--- config.mk ---
export PLATFORM = sky130hd
export DESIGN_NAME = life_key_cond
export DESIGN_NICKNAME = d
export VERILOG_FILES = /design/src/rtl/life_key_pkg.sv /design/src/rtl/life_key_chan.sv /design/src/rtl/life_key_cond.sv
export SDC_FILE = /design/constraint.sdc
export NUM_CORES = 1
export LEC_CHECK = 0
export ABC_CLOCK_PERIOD_IN_PS = 3000
export CAP_MARGIN = 30
export CORE_ASPECT_RATIO = 1.1
export CORE_MARGIN = 2
export CORE_UTILIZATION = 35
export CTS_BUF_LIST = sky130_fd_sc_hd__clkbuf_4
export CTS_CLUSTER_SIZE = 16
export DETAILED_ROUTE_END_ITERATION = 12
export GPL_ROUTABILITY_DRIVEN = 1
export PLACE_DENSITY_LB_ADDON = 0.12
export SETUP_SLACK_MARGIN = 0.3
export SYNTH_ARGS = -nofsm -noshare
export SYNTH_HDL_FRONTEND = slang
export SYNTH_HIERARCHICAL = 1
export SYNTH_SLANG_ARGS = --single-unit
--- constraint.sdc ---
create_clock -name clk -period 3 [get_ports clk]
set_input_delay 0.6 -clock clk [delete_from_list [all_inputs] [get_ports clk]]
set_output_delay 0.6 -clock clk [all_outputs]
set_load 0.05 [all_outputs]
--- src/rtl/life_key_pkg.sv ---
// Shared constants for the life_key_cond input-conditioning slice: key indices,
// repeat FSM encoding and the accelerated repeat interval helper.
package life_key_pkg;

  localparam int NUM_KEYS  = 6;
  localparam int KEY_NXT   = 0;
  localparam int KEY_FLIP  = 1;
  localparam int KEY_UP    = 2;
  localparam int KEY_DOWN  = 3;
  localparam int KEY_LEFT  = 4;
  localparam int KEY_RIGHT = 5;

  typedef enum logic [1:0] {
    IDLE   = 2'd0,
    DELAY  = 2'd1,
    REPEAT = 2'd2
  } rep_state_t;

  // Accelerated repeat interval: a quarter of the base rate, never below one cycle.
  function automatic int accel_rate(input int rate);
    return ((rate / 32'sd4) < 32'sd1) ? 32'sd1 : (rate / 32'sd4);
  endfunction

endpackage

--- src/rtl/life_key_chan.sv ---
// One button channel: 2-flop synchronizer, debounce, press-edge pulse and, when
// REPEAT_EN is set, the auto-repeat FSM (accelerates under LIFE_KEY_ACCEL_EN).
module life_key_chan
  import life_key_pkg::*;
#(
  parameter int DEB_CYCLES   = 50000,
  parameter int REPEAT_DELAY = 12000000,
  parameter int REPEAT_RATE  = 3000000,
  parameter int CNT_W        = 24,
  parameter int BTN_ACT_LOW  = 0,
  parameter int REPEAT_EN    = 1
) (
  input  logic clk,
  input  logic reset,
  input  logic btn,
  output logic key
);

  localparam logic [CNT_W-1:0] DEB_LAST = CNT_W'(DEB_CYCLES - 32'sd1);

  logic [1:0]       sync_r;
  logic             st_r;
  logic [CNT_W-1:0] cnt_r;
  logic             lvl_s;
  logic             accept_s;
  logic             press_s;
  logic             key_r;

  // Polarity-corrected level and debounce terminal-count acceptance.
  always_comb begin
    lvl_s    = (BTN_ACT_LOW != 32'sd0) ? ~sync_r[1] : sync_r[1];
    accept_s = (lvl_s != st_r) && (cnt_r == DEB_LAST);
    press_s  = accept_s && lvl_s;
  end

  // Synchronizer and debounce counter; any edge with s == st restarts the count.
  always_ff @(posedge clk or posedge reset) begin
    if (reset) begin
      sync_r <= 2'b00;
      st_r   <= 1'b0;
      cnt_r  <= {CNT_W{1'b0}};
    end else begin
      sync_r <= {sync_r[0], btn};
      if (accept_s) begin
        st_r  <= lvl_s;
        cnt_r <= {CNT_W{1'b0}};
      end else if (lvl_s != st_r) begin
        cnt_r <= cnt_r + {{(CNT_W-1){1'b0}}, 1'b1};
      end else begin
        cnt_r <= {CNT_W{1'b0}};
      end
    end
  end

  generate
    if (REPEAT_EN != 32'sd0) begin : g_rep
      localparam logic [CNT_W-1:0] DLY_LAST  = CNT_W'(REPEAT_DELAY - 32'sd1);
      localparam logic [CNT_W-1:0] RATE_LAST = CNT_W'(REPEAT_RATE - 32'sd1);
`ifdef LIFE_KEY_ACCEL_EN
      localparam logic [CNT_W-1:0] ACC_LAST  = CNT_W'(accel_rate(REPEAT_RATE) - 32'sd1);
      logic [2:0]       rep_cnt_r;
`endif
      rep_state_t       state_r;
      logic [CNT_W-1:0] rcnt_r;
      logic [CNT_W-1:0] rate_last_s;
      logic             fall_s;

      // Release detection and the current repeat interval terminal count.
      always_comb begin
        fall_s = accept_s && !lvl_s;
`ifdef LIFE_KEY_ACCEL_EN
        rate_last_s = (rep_cnt_r == 3'd7) ? ACC_LAST : RATE_LAST;
`else
        rate_last_s = RATE_LAST;
`endif
      end

      // Repeat FSM; release wins over a coinciding repeat pulse.
      always_ff @(posedge clk or posedge reset) begin
        if (reset) begin
          state_r <= IDLE;
          rcnt_r  <= {CNT_W{1'b0}};
          key_r   <= 1'b0;
`ifdef LIFE_KEY_ACCEL_EN
          rep_cnt_r <= 3'd0;
`endif
        end else begin
          key_r  <= 1'b0;
          rcnt_r <= rcnt_r + {{(CNT_W-1){1'b0}}, 1'b1};
          if (fall_s) begin
            state_r <= IDLE;
            rcnt_r  <= {CNT_W{1'b0}};
          end else begin
            case (state_r)
              IDLE: begin
                rcnt_r <= {CNT_W{1'b0}};
`ifdef LIFE_KEY_ACCEL_EN
                rep_cnt_r <= 3'd0;
`endif
                if (press_s) begin
                  key_r   <= 1'b1;
                  state_r <= DELAY;
                end
              end
              DELAY: begin
                if (rcnt_r == DLY_LAST) begin
                  key_r   <= 1'b1;
                  rcnt_r  <= {CNT_W{1'b0}};
                  state_r <= REPEAT;
                end
              end
              REPEAT: begin
                if (rcnt_r == rate_last_s) begin
                  key_r  <= 1'b1;
                  rcnt_r <= {CNT_W{1'b0}};
`ifdef LIFE_KEY_ACCEL_EN
                  if (rep_cnt_r != 3'd7) begin
                    rep_cnt_r <= rep_cnt_r + 3'd1;
                  end
`endif
                end
              end
              default: begin
                state_r <= IDLE;
                rcnt_r  <= {CNT_W{1'b0}};
              end
            endcase
          end
        end
      end
    end else begin : g_norep
      // Press pulse only; these keys never repeat.
      always_ff @(posedge clk or posedge reset) begin
        if (reset) begin
          key_r <= 1'b0;
        end else begin
          key_r <= press_s;
        end
      end
    end
  endgenerate

  assign key = key_r;

endmodule

--- src/rtl/life_key_cond.sv ---
// Conditions six raw buttons into single-cycle key pulses for the life core;
// arrows auto-repeat. Define LIFE_KEY_ACCEL_EN for accelerated repeat.
module life_key_cond
  import life_key_pkg::*;
#(
  parameter int DEB_CYCLES   = 50000,
  parameter int REPEAT_DELAY = 12000000,
  parameter int REPEAT_RATE  = 3000000,
  parameter int CNT_W        = 24,
  parameter int BTN_ACT_LOW  = 0
) (
  input  logic clk,
  input  logic reset,
  input  logic btn_nxt,
  input  logic btn_flip,
  input  logic btn_up,
  input  logic btn_down,
  input  logic btn_left,
  input  logic btn_right,
  output logic key_nxt,
  output logic key_flip,
  output logic key_up,
  output logic key_down,
  output logic key_left,
  output logic key_right
);

  logic [NUM_KEYS-1:0] btn_s;
  logic [NUM_KEYS-1:0] key_s;

  assign btn_s[KEY_NXT]   = btn_nxt;
  assign btn_s[KEY_FLIP]  = btn_flip;
  assign btn_s[KEY_UP]    = btn_up;
  assign btn_s[KEY_DOWN]  = btn_down;
  assign btn_s[KEY_LEFT]  = btn_left;
  assign btn_s[KEY_RIGHT] = btn_right;

  // Channels are fully independent; only the arrow keys get the repeat FSM.
  for (genvar i = 0; i < NUM_KEYS; i++) begin : g_chan
    life_key_chan #(
      .DEB_CYCLES  (DEB_CYCLES),
      .REPEAT_DELAY(REPEAT_DELAY),
      .REPEAT_RATE (REPEAT_RATE),
      .CNT_W       (CNT_W),
      .BTN_ACT_LOW (BTN_ACT_LOW),
      .REPEAT_EN   ((i >= KEY_UP) ? 32'sd1 : 32'sd0)
    ) u_chan (
      .clk  (clk),
      .reset(reset),
      .btn  (btn_s[i]),
      .key  (key_s[i])
    );
  end

  assign key_nxt   = key_s[KEY_NXT];
  assign key_flip  = key_s[KEY_FLIP];
  assign key_up    = key_s[KEY_UP];
  assign key_down  = key_s[KEY_DOWN];
  assign key_left  = key_s[KEY_LEFT];
  assign key_right = key_s[KEY_RIGHT];

endmodule

=== Yosys cells after proc, flatten, opt, wreduce, memory -nomap -nowiden ===
Index checks and enable logic that the tools add are counted.

* Bits in registers: 272
* Latch bits: 0
* RAM bits: 0
* Memory bits (read-only): 0
* Input bits: 8
* Output and inout bits: 6
* Logic and storage cells: 174
* Memories kept: 0

* Add/subtract/negate cells: 10
* Multipliers: 0
* Divide/modulo/power cells: 0
* Magnitude comparators: 0
* Equality and inequality tests: 40
* Shift-type cells: 0
* Muxes and demuxes: 64
* Bitwise gates (word level): 0
* Reductions and logical operators: 28

{| class="wikitable"
|+ Operators with widths
! kind !! count
|-
| two-way mux 24 bit || 24
|-
| adder 24 x 1 -> 24 bit, second input constant || 10
|-
| one-hot mux 24 bit (2 select lines) || 4
|-
| == test 24 x 16 -> 1 bit, second input constant || 6
|-
| == test 24 x 22 -> 1 bit, second input constant || 4
|-
| == test 24 bit, second input constant || 4
|-
| two-way mux 2 bit || 12
|-
| inequality test 3 x 1 -> 1 bit, second input constant || 8
|-
| one-hot mux 2 bit (3 select lines) || 4
|-
| logical AND 1 bit || 16
|-
| two-way mux 1 bit || 16
|-
| one-hot mux 1 bit (3 select lines) || 4
|-
| AND reduction 3 bit || 4
|-
| == test 2 x 1 -> 1 bit, second input constant || 4
|-
| == test 2 bit, second input constant || 4
|-
| logical NOT 2 bit || 4
|-
| inequality test 2 x 1 -> 1 bit, second input constant || 4
|-
| inequality test 1 bit || 6
|-
| logical NOT 1 bit || 4
|}

=== Depth between registers and ports, before layout ===
Gate-level depths: netlist (run 1).

* Depth after elaboration: 6
* Gate-level depth with buffers: 8
* Gate-level depth less buffers: 6

=== Modules after synthesis ===
The synthesis (run 1) kept the hierarchy.

{| class="wikitable"
|+ By module, submodules not included
! module !! instances !! cells an instance !! area each (um^2)
|-
| life_key_chan at g_chan[3].u_chan ... || 2 || 294 || 2,937.8
|-
| life_key_chan at g_chan[5].u_chan || 1 || 284 || 2,817.7
|-
| life_key_chan at g_chan[0].u_chan ... || 2 || 134 || 1,386.3
|-
| life_key_chan at g_chan[2].u_chan || 1 || 279 || 2,762.6
|}

=== Least setup slack after synthesis (run 1) ===
Ideal clock, no wire load.

* Path type: reg-to-reg
* Start point: register g_chan[2].u_chan.g_rep.rcnt_r[8]
* End point: register g_chan[2].u_chan.g_rep.rcnt_r[21]
* Library setup time: 119 ps
* Arrival time: 2,000 ps
* Setup slack: 882 ps
* Stages on the path, launching flop included: 7
* Clock period less this slack: 2,118 ps
* Cells stage by stage: dfrtp_1 or4b_1 or4_4 o21a_1 o211ai_4 buf_6 nor2_1

* Word-level cells in the longest chain between the ends: 4
* Elaborated cells on any way between the ends: 7
* Those cells by class: 1 x add/sub; 2 x eq/ne; 4 x mux

{| class="wikitable"
|+ Ends and longest elaborated chain
! item !! RTL line !! text
|-
| from (decl) || life_key_chan.sv:64 || <nowiki>logic [CNT_W-1:0] rcnt_r;</nowiki>
|-
| from (signal assigned) || life_key_chan.sv:82 || <nowiki>rcnt_r <= {CNT_W{1'b0}};</nowiki>
|-
| from (signal assigned) || life_key_chan.sv:89 || <nowiki>rcnt_r <= rcnt_r + {{(CNT_W-1){1'b0}}, 1'b1};</nowiki>
|-
| from (signal assigned) || life_key_chan.sv:92 || <nowiki>rcnt_r <= {CNT_W{1'b0}};</nowiki>
|-
| adder 24 x 1 -> 24 bit (tied with other cells) || life_key_chan.sv:89 ||
|-
| two-way mux 24 bit (on tied branches) || life_key_chan.sv:113, life_key_chan.sv:106 ||
|-
| one-hot mux 24 bit (2 select lines) * || life_key_chan.sv:94 || <nowiki>case (state_r)</nowiki>
|-
| two-way mux 24 bit * || life_key_chan.sv:90 || <nowiki>if (fall_s) begin</nowiki>
|}

Mark *: on every way between the ends. The rest lies on a longest branch, timed or not.
A chain may end at the register's enable or synchronous reset.

=== Worst setup path after layout (run 1) ===
* Start point: register g_chan[5].u_chan.key_r
* End point: output port key_right

{| class="wikitable"
|+ RTL lines
! item !! RTL line !! text
|-
| from (decl) || life_key_chan.sv:27 || <nowiki>logic key_r;</nowiki>
|-
| from (signal assigned) || life_key_chan.sv:83 || <nowiki>key_r <= 1'b0;</nowiki>
|-
| from (signal assigned) || life_key_chan.sv:88 || <nowiki>key_r <= 1'b0;</nowiki>
|-
| from (signal assigned) || life_key_chan.sv:101 || <nowiki>key_r <= 1'b1;</nowiki>
|-
| to (decl) || life_key_cond.sv:25 || <nowiki>output logic key_right</nowiki>
|}

No word-level cell between the ends.

==> flow_metrics.env, run 1 <==
export IMPL_grt_pass1_vias=10600
export IMPL_drive_gt1_share_pct=13.5
export IMPL_tns_ps=0
export IMPL_viasPerCell=4.99
export IMPL_fmax_ghz=0.402
export IMPL_root_buffer="clkbuf_4"
export IMPL_syn_nets=1457
export IMPL_hold_class="primary input to register"
export IMPL_track_usage_pct=14.7
export IMPL_overflow=0
export IMPL_dr_pass1_iters=4
export IMPL_finalSetupViolCount=0
export IMPL_swShare_pct=23.8
export IMPL_clock_sinks=272
export IMPL_cp_max_fo=1
export IMPL_final_cell_mix="dfrtp_1, nor2_1, xor2_1"
export IMPL_coreArea_um2=40200
export IMPL_ios=14
export IMPL_crit_buf_inv=1
export IMPL_post_cts_buffers=0
export IMPL_ys_seq_elements=272
export IMPL_die_h_um=215
export IMPL_gp_congestion=0.792
export IMPL_drt_total_wl_um=29500
export IMPL_wl_per_cell_um=14.3
export IMPL_yosysWarnings=6
export IMPL_finalMaxSlewViolations=0
export IMPL_synth_cell_types=67
export IMPL_finalHoldViolCount=0
export IMPL_layout_commonest_cell="dfrtp_1"
export IMPL_antenna_found_initial=1
export IMPL_required_ps=2400
export IMPL_power_switching_mw=1.79
export IMPL_cp_end_kind="primary output"
export IMPL_path_clk_slew_ps=60
export IMPL_synthToLayoutAreaGrowth_pct=12.0
export IMPL_ant_nets=0
export IMPL_grt_max_degree=55
export IMPL_clk_latency_ps=760
export IMPL_skew_ps=55.1
export IMPL_syn_area_per_cell_um2=10.0
export IMPL_cts_buffers=81
export IMPL_post_route_drc_count=0
export IMPL_maxSlewHeadroom_pct=48.9
export IMPL_outcome="finished clean"
export IMPL_worst_pin_slew_ps=756
export IMPL_vdd_drop_max_uv=257
export IMPL_clockBufferDepth=3
export IMPL_crit_family="buffers and inverters"
export IMPL_place_hpwl_um=19400
export IMPL_crit_slowest_cell="clkdlybuf4s50_1"
export IMPL_cts_tree="built"
export IMPL_rows=77
export IMPL_io_buffers=13
export IMPL_postCtsHoldBufs=0
export IMPL_p_int_mw=5.72
export IMPL_synthCells=1419
export IMPL_vias=10300
export IMPL_clkPwrFrac_pct=48.0
export IMPL_p_comb_share_pct=2.5
export IMPL_drt_initial_drc_count=314
export IMPL_leakage_nw=6.55
export IMPL_synth_edf_count=0
export IMPL_rsz0062_at_grt="no"
export IMPL_syn_area_um2=14200
export IMPL_crit_type="register to primary output"
export IMPL_powerDensity_nw_per_um2=471
export IMPL_total_power_mw=7.51
export IMPL_path_cells="clkdlybuf4s50_1"
export IMPL_start_kind="register"
export IMPL_synth_top_flop_cell="dfrtp_1"
export IMPL_pwr_share_seq_pct=49.6
export IMPL_fin_crit_ps=2490
export IMPL_post_cts_resized=0
export IMPL_die_width_um=196
export IMPL_synth_seq_area_share_pct=47.8
export IMPL_die_area_um2=42300
export IMPL_cpPeakStageDelay_ps=810
export IMPL_grt_pass1_wl_um=51800
export IMPL_arrival_ps=1890
export IMPL_start_util_pct=35.4
export IMPL_ys_async_sr_fraction_pct=100
export IMPL_drv_cap=0
export IMPL_cts_max_level=3
export IMPL_final_nets=1537
export IMPL_min_period_over_period_pct=82.9
## cells in the mapped netlist, types with 30 or more instances
master   number  area share [%]
dfrtp_1     272              48
inv_1        36            0.95
and3_1       38             1.7
ha_1         30             2.6
nor3_1       35             1.2
nor4_1       47             2.1
nor2_1      247             6.5
xnor2_1      94             5.8
nand4_1      67             2.9
nand3_1     107             3.8
xor2_1      120             7.4
nand2_1      83             2.2
## cell families after synthesis
logic type / count (synthesis) / synth area share (%)
flops: 272 / 47.8
simple gates: 758 / 28.9
fa+ha+maj: 30 / 2.64
xor+xnor: 214 / 13.2
buf+inv: 75 / 2.99
mux: 20 / 1.46
compound gates: 50 / 3.01
## area by class of cell
class / count / area, um2
antenna: 1 / 2.50
clock buffer: 112 / 841
clock inverter: 25 / 174
fill: 3932 / 24200
inverter: 36 / 135
multi-input combinational: 1072 / 7000
sequential: 272 / 6810
tap: 513 / 642
timing repair buffer: 36 / 340
## per-layer routing
layer | vias up | routed length (um) | part of all wire (%) | GRT usage (%)
met2 | 129 | 13600 | 46 | 23.4
met1 | 4968 | 13900 | 47 | 18.9
met5 | - | 0 | 0 | 0
met3 | 62 | 1240 | 4.2 | 3.48
li1 | 5165 | - | - | -
met4 | 0 | 732 | 2.5 | 6.62
## power by group through the flow
stage	sequential [mW]	combinational, mW	clock, mW
after floorplan	3.78	0.131	0
after global placement	3.79	0.195	0
after detailed placement	3.79	0.197	0
after CTS	3.72	0.198	3.84
after global routing	3.72	0.219	4.04
final	3.72	0.185	3.60
## state kept, by name, summed over array words and instances, names as in the netlist
signal and cells:
g_chan.u_chan/cnt_r 144, g_chan.u_chan/g_rep.rcnt_r 96, g_chan.u_chan/sync_r 12, g_chan.u_chan/g_rep.state_r 8, g_chan.u_chan/key 6, g_chan.u_chan/st_r 6
## metrics by stage
| stage | std cells | instance area (um2) | hold slack [ps] | util, % | setup slack (ps) |
|---|---|---|---|---|---|
| after global placement | 1929 | 14900 | 332 | 37.1 | 551 |
| after CTS | 2066 | 15900 | 189 | 39.7 | 368 |
| final | 2067 | 15900 | 297 | 39.7 | 513 |
| after floorplan | 1419 | 14200 | 331 | - | 882 |
| after global routing | 2067 | 15900 | 232 | 39.7 | 337 |
| after detailed placement | 1929 | 14900 | 336 | 37.1 | 507 |
## final timing paths
check	start	end	slack (ps)	cells past startpoint
min in group asynchronous	reset	g_chan[5].u_chan/cnt_r[12]	320	2
min	btn_up	g_chan[2].u_chan/sync_r[0]	300	1
min reg2reg	g_chan[0].u_chan/sync_r[0]	g_chan[0].u_chan/sync_r[1]	340	0
max reg2reg	g_chan[2].u_chan/g_rep.rcnt_r[13]	g_chan[2].u_chan/g_rep.rcnt_r[23]	540	5
max in group asynchronous	reset	g_chan[2].u_chan/cnt_r[16]	1910	3
max	g_chan[5].u_chan/key	key_right	510	1
(Power assumes the default switching activity.)
==> run 2: changes to the inputs <==
--- a/config.mk
+++ b/config.mk
@@ -5,7 +5,7 @@
 export SDC_FILE = /design/constraint.sdc
 export NUM_CORES = 1
 export LEC_CHECK = 0
-export ABC_CLOCK_PERIOD_IN_PS = 3000
+export ABC_CLOCK_PERIOD_IN_PS = 2000
 export CAP_MARGIN = 30
 export CORE_ASPECT_RATIO = 1.1
 export CORE_MARGIN = 2
==> constraint.sdc (replaced) <==
create_clock -name clk -period 2 [get_ports clk]
set_input_delay 0.4 -clock clk [delete_from_list [all_inputs] [get_ports clk]]
set_output_delay 0.4 -clock clk [all_outputs]
set_load 0.05 [all_outputs]
==> run 2 against run 1 <==
Compared with the run above: the flow now finishes with violations (setup timing); clock power up 42%; die area stayed put; register-to-register slack lost 700 ps; sequential power up 50%; routed wire length grew 14%; clock skew is 3.8 ps lower; flip-flop and latch count is the same; sequential share of layout area decreased by 7.4 points; final area rose by 21%; first-iteration DRC count grew 28%; critical path type is now register to register; largest cell class unchanged.
==> flow_metrics.env, run 2 (synthesis results as in run 1) <==
export IMPL_outcome="complete, but fails checks"
export IMPL_failed_checks="setup timing"
export IMPL_wl_per_cell_um=14.6
export IMPL_required_ps=2640
export IMPL_rrSetupSlack_ps=-160
export IMPL_viasPerCell=4.99
export IMPL_post_route_drc_count=0
export IMPL_crit_reg2reg_capture="g_chan[3].u_chan/g_rep.rcnt_r[9]"
export IMPL_rsz0062_at_grt="yes"
export IMPL_worst_pin_slew_ps=522
export IMPL_root_buffer="clkbuf_4"
export IMPL_fin_crit_ps=2160
export IMPL_io_buffers=13
export IMPL_clk_latency_ps=780
export IMPL_min_period_over_period_pct=108
export IMPL_cpPeakStageDelay_ps=460
export IMPL_final_util_pct=48.1
export IMPL_crit_slowest_cell="o41a_1"
export IMPL_finalNonFillerCells=2297
export IMPL_place_area_um2=16200
export IMPL_drt_initial_drc_count=402
export IMPL_clockBufferDepth=3
export IMPL_final_cell_mix="dfrtp_1, buf_4, nor2_2"
export IMPL_total_power_mw=11.2
export IMPL_clock_sinks=272
export IMPL_skew_ps=51.3
export IMPL_cts_max_level=3
export IMPL_start_util_pct=35.4
export IMPL_layout_setup_ws_ps=-163
export IMPL_powerDensity_nw_per_um2=577
export IMPL_die_h_um=215
export IMPL_finalMaxSlewViolations=0
export IMPL_rows=77
export IMPL_path_cells="nor4b_1 > nand2_1 > o41a_1 > o211ai_4 > buf_12 > buf_12 > buf_12 > nor2_2"
export IMPL_grt_pass1_vias=11400
export IMPL_dp_cells=2060
export IMPL_die_width_um=196
export IMPL_vdd_drop_max_uv=517
export IMPL_arrival_ps=2800
export IMPL_crit_buf_inv=3
export IMPL_cp_max_fo=7
export IMPL_final_nets=1765
export IMPL_cts_tree="built"
export IMPL_r2r_start="g_chan[3].u_chan/g_rep.rcnt_r[20]"
export IMPL_track_usage_pct=15.8
export IMPL_crit_type="register to register"
export IMPL_antenna_found_initial=1
export IMPL_die_area_um2=42300
export IMPL_ios=14
export IMPL_whs_endpoint="g_chan[5].u_chan/sync_r[0]"
export IMPL_place_hpwl_um=20600
export IMPL_cts_buffers=81
export IMPL_crit_family="compound AO/OA/AOI/OAI gates"
export IMPL_overflow=0
export IMPL_grt_max_degree=55
export IMPL_drt_total_wl_um=33600
export IMPL_ant_nets=0
export IMPL_top_register="g_chan.u_chan/cnt_r"
export IMPL_vias=11500
export IMPL_drv_cap=0
export IMPL_finalHoldViolCount=0
export IMPL_synthToLayoutAreaGrowth_pct=35.9
export IMPL_path_clk_slew_ps=60
export IMPL_start_kind="register"
export IMPL_leakage_nw=8.05
export IMPL_largest_reg_flops=144
export IMPL_whs_path_depth=1
export IMPL_r2r_cells=8
export IMPL_gp_congestion=0.762
export IMPL_drive_gt1_share_pct=37.7
export IMPL_top_regs="g_chan.u_chan/cnt_r x144, g_chan.u_chan/g_rep.rcnt_r x96, g_chan.u_chan/sync_r x12"
export IMPL_cp_common_cell="buf_12"
export IMPL_dr_pass1_iters=7
export IMPL_coreArea_um2=40200
export IMPL_finalSetupViolCount=129
export IMPL_final_area_um2=19300
export IMPL_layout_commonest_cell="dfrtp_1"
export IMPL_hold_class="primary input to register"
export IMPL_worstHoldStart="btn_right"
export IMPL_cp_end_kind="register"
export IMPL_fmax_ghz=0.462
export IMPL_grt_pass1_wl_um=55400
export IMPL_maxSlewHeadroom_pct=65.0
-- run 2: cell count changes in the layout (fill, tap and decap cells not counted), sizes merged --
cell | previous run | this run
clkbuf | 112 | 122
bufinv | 3 | 0
buf | 23 | 248
clkdlybuf4s50 | 13 | 7
inv | 39 | 34
dlygate4sd3 | 0 | 2
clkinvlp | 0 | 4
a211o | 3 | 6
-- run 2: repair_timing --
action | CTS | global route
pin swaps | 44 | 51
endpoints found under the setup margin | 256 | 260
hold buffers | 2 | 0
gates resized for setup | 160 | 187
gates cloned | 12 | 7
buffers inserted | 40 | 36
endpoints found under the hold margin | 6 | 0
-- run 2: power breakdown --
group / switching [mW] / leakage [nW] / internal [mW]
logic: 0.260 / 3.73 / 0.204
clock network: 2.43 / 0.586 / 2.68
registers: 0.0472 / 3.74 / 5.55
total: 2.73 / 8.05 / 8.43
-- run 2: per-layer routing --
metal | global-route usage, % | routed length, um
met1 | 19.4 | 15000
met2 | 26.7 | 16600
met3 | 3.41 | 1180
met4 | 7.05 | 805
met5 | 0 | 0
-- run 2: final cells by class --
class / instances / area, um2
Antenna cell: 1 / 2.50
Clock buffer: 118 / 886
Clock inverter: 21 / 81.3
Tap cell: 513 / 642
Timing Repair Buffer: 261 / 2640
Sequential cell: 272 / 6820
Inverter: 36 / 150
Multi-Input combinational cell: 1075 / 8120
Fill cell: 3797 / 20800
-- run 2: how the worst max path moves through the flow --
stage                                           start                                 to  slack (ps)  cells past startpoint
floorplan            g_chan[2].u_chan/g_rep.rcnt_r[8]  g_chan[2].u_chan/g_rep.rcnt_r[21]         -90                      6
CTS                 g_chan[2].u_chan/g_rep.rcnt_r[13]   g_chan[2].u_chan/g_rep.rcnt_r[9]        -140                      6
detailed placement   g_chan[2].u_chan/g_rep.rcnt_r[8]   g_chan[2].u_chan/g_rep.rcnt_r[7]        -160                      6
global route        g_chan[3].u_chan/g_rep.rcnt_r[20]   g_chan[3].u_chan/g_rep.rcnt_r[7]        -280                      8
finish              g_chan[3].u_chan/g_rep.rcnt_r[20]   g_chan[3].u_chan/g_rep.rcnt_r[9]        -160                      8
global placement           g_chan[2].u_chan/cnt_r[16]         g_chan[2].u_chan/cnt_r[15]        -120                      7
-- run 2: per-stage QoR --
step | TNS [ps] | hold slack (ps) | setup WS [ps]
CTS | -7630 | 0.367 | -137
finish | -10330 | 106 | -163
detailed placement | -8570 | 335 | -155
floorplan | -1800 | 331 | -89.8
global placement | -7540 | 333 | -123
global route | -21400 | 44.6 | -279
==> RTL edit 1, RTL diff (config.mk and constraints of run 1) <==
The 3 states of `rep_state_t` get a one-hot encoding in 3 bits.
--- a/src/rtl/life_key_pkg.sv
+++ b/src/rtl/life_key_pkg.sv
@@ -11,8 +11,8 @@
   localparam int KEY_RIGHT = 5;
 
-  typedef enum logic [1:0] {
-    IDLE   = 2'd0,
-    DELAY  = 2'd1,
-    REPEAT = 2'd2
+  typedef enum logic [2:0] {
+    IDLE   = 3'b001,
+    DELAY  = 3'b010,
+    REPEAT = 3'b100
   } rep_state_t;
 
Behaviour: no difference found for any inputs over 10 cycles, from zero or initial values and one cycle with reset high; not proved beyond that.
==> RTL edit 1 against run 1 <==
  * Critical path type unchanged
  * Worst hold slack worse by 15 ps
  * Setup slack got worse by 37 ps
  * Total power decreased by 2.2%
  * Sequential share of layout area grew 1.8 points
  * Synthesized cell count down 2.3%
  * Area after synthesis down 2.6%
  * Final area is 2.6% lower
  * Wire length fell by 2.5%
  * Sequential cell count up 4
  * Global-route usage barely moved
==> RTL edit 1: results (changes against run 1) <==
.. list-table::
   :header-rows: 1

   * - Metric
     - Value
   * - Outcome
     - completed
   * - Worst vdd ir
     - 0.000204 V (-21%)
   * - Headroom to the max-slew limit
     - 0.444 (-0.0451)
   * - Filler cell count
     - 3,915 (-0.43%)
   * - Initial DRC Count
     - 500 (+59%)
   * - Share of cells above drive strength 1
     - 0.133 (-0.00160)
   * - Clkbuf count
     - 114 (+1.8%)
   * - CP arrival
     - 1920 ps (+30 ps)
   * - Met3 Use GR
     - 0.0317 (-0.00310)
   * - Sequential share of the synthesized area
     - 0.499 (+0.0205)
   * - Maximum number of pins on one net before global-route repair
     - 56 (+1.8%)
   * - Post-Layout Inst Area
     - 15,500 µm² (-2.6%)
   * - Post-layout net count
     - 1,474 (-4.1%)
   * - First-pass GRT wire length
     - 50,600 µm (-2.3%)
   * - Routability cong.
     - 0.744 (-6.1%)
   * - DP Wirelength
     - 18,500 µm (-4.5%)
   * - Met3 wirelength from detailed routing
     - 1120 µm (-9.7%)
   * - Final routed wirelength across all metal layers
     - 28,800 µm (-2.5%)
   * - Final cell count without fillers
     - 2,013 (-2.6%)
   * - Area contributors post-synth
     - dfrtp_1 (49%), xor2_1 (8.2%), nor2_1 (5.7%)
   * - Synth top cells by count
     - dfrtp_1 (272), nor2_1 (211), xor2_1 (130)
   * - Syn Nets
     - 1,404 (-3.6%)
   * - Final Skew
     - 42.9 ps (-12.2 ps)
   * - Multi-input logic portion of the cell area
     - 0.426 (-0.0132)
   * - Met1 track utilization from global routing
     - 0.183 (-0.00625)
   * - Inverters
     - 27 (-25%)
   * - Sequential cell count
     - 276 (+1.5%)
   * - Total of plain and repair buffers excluding clock buffers
     - 33 (-8.3%)
   * - Registers with the most flip-flops
     - g_chan.u_chan/cnt_r: 144 flops, g_chan.u_chan/g_rep.rcnt_r: 96 flops
   * - Register area
     - 6910 µm² (+1.5%)
   * - Post-DP Area
     - 14,600 µm² (-2.2%)
   * - Global-route usage over all layers
     - 0.146 (-0.000179)
   * - Synth cell types
     - 64 (-4.5%)
   * - Area fraction of clock buffers and clock inverters
     - 0.0605 (-0.00316)
   * - Number of buffers created by CTS
     - 79 (-2.5%)
   * - Total inserted antenna cells
     - 2 (+1)
   * - Met2 routed WL
     - 13,600 µm (-0.40%)
   * - Shortest period the worst path allows
     - 2520 ps (+36.8 ps)
   * - Via count of the first global-routing pass
     - 10,600 (+0.14%)
   * - Area of the die
     - 41,200 µm² (-2.6%)
==> RTL edit 1: cell count changes after synthesis, sizes merged, moves of 7 or more <==
cell | before | now
nor3 | 35 | 84
nor4b | 16 | 6
or4 | 19 | 10
nor4 | 56 | 46
ha | 30 | 10
nor2 | 267 | 211
xnor2 | 94 | 84
nor2b | 2 | 9
xor2 | 120 | 130
inv | 36 | 27
nand2 | 85 | 77
==> RTL edit 1: worst paths after layout <==
check	startpoint	slack, ps	cells after the start	endpoint
worst max-delay path	g_chan[4].u_chan/key$_DFF_PP0_	480	1	key_left
worst min-delay path	btn_down	280	1	g_chan[3].u_chan/sync_r[0]$_DFF_PP0_
worst max register to register	g_chan[2].u_chan/g_rep.rcnt_r[19]$_DFF_PP0_	760	5	g_chan[2].u_chan/g_rep.rcnt_r[9]$_DFF_PP0_
worst min register to register	g_chan[0].u_chan/sync_r[0]$_DFF_PP0_	350	0	g_chan[0].u_chan/sync_r[1]$_DFF_PP0_
max in group asynchronous	reset	1700	3	g_chan[5].u_chan/cnt_r[19]$_DFF_PP0_
min in group asynchronous	reset	630	2	g_chan[3].u_chan/g_rep.state_r[2]$_DFFE_PP0P_
==> RTL edit 1: logic make-up (layout without fill, tap and decap cells) <==
group	after synthesis	count (layout)	share of synthesized area
flip-flops	276	276	0.499
adder cells (fa/ha/maj)	10	10	0.00903
multiplexers	13	13	0.00984
AO/OA/AOI/OAI	58	58	0.0316
other	0	2	0
AND/OR/NAND/NOR	744	744	0.291
XOR/XNOR	214	214	0.135
buffers and inverters	71	189	0.0242
==> RTL edit 1: power by group <==
part	switching [mW]	internal, mW	leakage [nW]
clock network	1.57	1.80	0.568
registers	0.0279	3.75	3.80
logic	0.132	0.0544	2.03
==> RTL edit 2, RTL diff (config.mk and constraints of run 1) <==
Without the edit above. Add a define of `LIFE_KEY_ACCEL_EN`.
--- a/src/rtl/life_key_chan.sv
+++ b/src/rtl/life_key_chan.sv
@@ -1,4 +1,6 @@
 // One button channel: 2-flop synchronizer, debounce, press-edge pulse and, when
 // REPEAT_EN is set, the auto-repeat FSM (accelerates under LIFE_KEY_ACCEL_EN).
+`define LIFE_KEY_ACCEL_EN
+
 module life_key_chan
   import life_key_pkg::*;
Check against the original RTL: same outputs for any inputs over 10 cycles, from zero or initial values and one cycle with reset high; that may be too few to reach the edited logic, so the function may still have changed.
==> RTL edit 2 against run 1 <==
  * Largest cell class unchanged
  * Final area grew 7.4%
  * Maximum frequency down 0.78%
  * Sequential cell count grew 12
  * Critical endpoint is now key_up
  * First-iteration DRC count rose by 92%
  * Highest routed layer unchanged
  * Total power up 4.2%
  * Count of clock-buffer cells in the layout rose by 6
  * Setup slack got worse by 20 ps
  * Area after synthesis increased by 7.2%
  * Wire length increased by 10%
==> RTL edit 2: results (changes against run 1) <==
.. list-table::
   :header-rows: 1

   * - Metric
     - Value
   * - Maximum number of pins on one net before global-route repair
     - 58 (+5.5%)
   * - Routed wire length per instance
     - 14.4 µm (+0.44%)
   * - Global-route usage over all layers
     - 0.152 (+0.00528)
   * - Switching power as a share of total power
     - 0.246 (+0.00706)
   * - Met2 routed WL
     - 15,200 µm (+12%)
   * - Static leakage
     - 6.81 nW (+3.9%)
   * - Met1 track utilization from global routing
     - 0.195 (+0.00637)
   * - Synth top cells by count
     - dfrtp_1 (284), nor2_1 (239), xnor2_1 (127)
   * - Post-layout net count
     - 1,674 (+8.9%)
   * - M1 wire length
     - 15,300 µm (+9.9%)
   * - Registers with the most flip-flops
     - g_chan.u_chan/cnt_r: 144 flops, g_chan.u_chan/g_rep.rcnt_r: 96 flops
   * - Number of buffers created by CTS
     - 83 (+2.5%)
   * - Met3 Use GR
     - 0.0368 (+0.00196)
   * - Worst setup slack after placement
     - 518 ps (+10.8 ps)
   * - Mux cell area share after synthesis
     - 0.0116 (-0.00295)
   * - Outcome
     - completed
   * - First-pass GRT wire length
     - 57,600 µm (+11%)
   * - CP arrival
     - 1910 ps (+20 ps)
   * - Initial DRC Count
     - 602 (+92%)
   * - Sw Pwr
     - 1.92 mW (+7.2%)
   * - Routed via count divided by cell count
     - 5.02 (+0.58%)
   * - Fraction of the mapped netlist area in compound gates
     - 0.0587 (+0.0286)
   * - Clock latency of the later-clocked register in the worst-skew pair
     - 780 ps (+20 ps)
   * - Total combinational power
     - 195 µW (+5%)
   * - DP Wirelength
     - 20,900 µm (+7.7%)
   * - Met2 Resource Use GR
     - 0.245 (+0.0102)
   * - Worst vdd ir
     - 0.000227 V (-12%)
   * - Post-DP Area
     - 16,000 µm² (+7.5%)
-- RTL edit 2: per-stage QoR --
stage / std cells / util
6_report: 2270 / 0.396
5_1_grt: 2270 / 0.396
4_1_cts: 2269 / 0.396
3_5_place_dp: 2117 / 0.371
3_3_place_gp: 2117 / 0.371
2_1_floorplan: 1554 / -
-- RTL edit 2: cell type report --
cell class	instances	area, µm²
fillers	4367	26100
multi-input cells	1168	7670
flip-flops and latches	284	7110
clock buffers	118	886
well taps	574	718
repair buffers	33	330
inverters	58	218
clock inverters	34	184
diodes	1	2.50
-- RTL edit 2: worst register-to-register path, stage by stage, from the launching register on --
cell,delay [ps]
dfrtp_1,420
ha_1,220
ha_1,220
or4b_1,510
a211o_2,430
a21oi_4,160
buf_4,290
nor3b_1,100
-- RTL edit 2: path summary, 6_finish.rpt --
kind / slack [ps] / cells after the start / end / from
worst min register to register: 350 / 0 / g_chan[1].u_chan/sync_r[1]$_DFF_PP0_ / g_chan[1].u_chan/sync_r[0]$_DFF_PP0_
min in group asynchronous: 580 / 3 / g_chan[2].u_chan/cnt_r[9]$_DFF_PP0_ / reset
worst max-delay path: 490 / 1 / key_up / g_chan[2].u_chan/key$_DFF_PP0_
worst min-delay path: 260 / 1 / g_chan[2].u_chan/sync_r[0]$_DFF_PP0_ / btn_up
max in group asynchronous: 2060 / 3 / g_chan[2].u_chan/g_rep.rcnt_r[14]$_DFF_PP0_ / reset
worst max register to register: 520 / 7 / g_chan[5].u_chan/g_rep.rcnt_r[1]$_DFF_PP0_ / g_chan[5].u_chan/g_rep.rep_cnt_r[0]$_DFFE_PP0P_
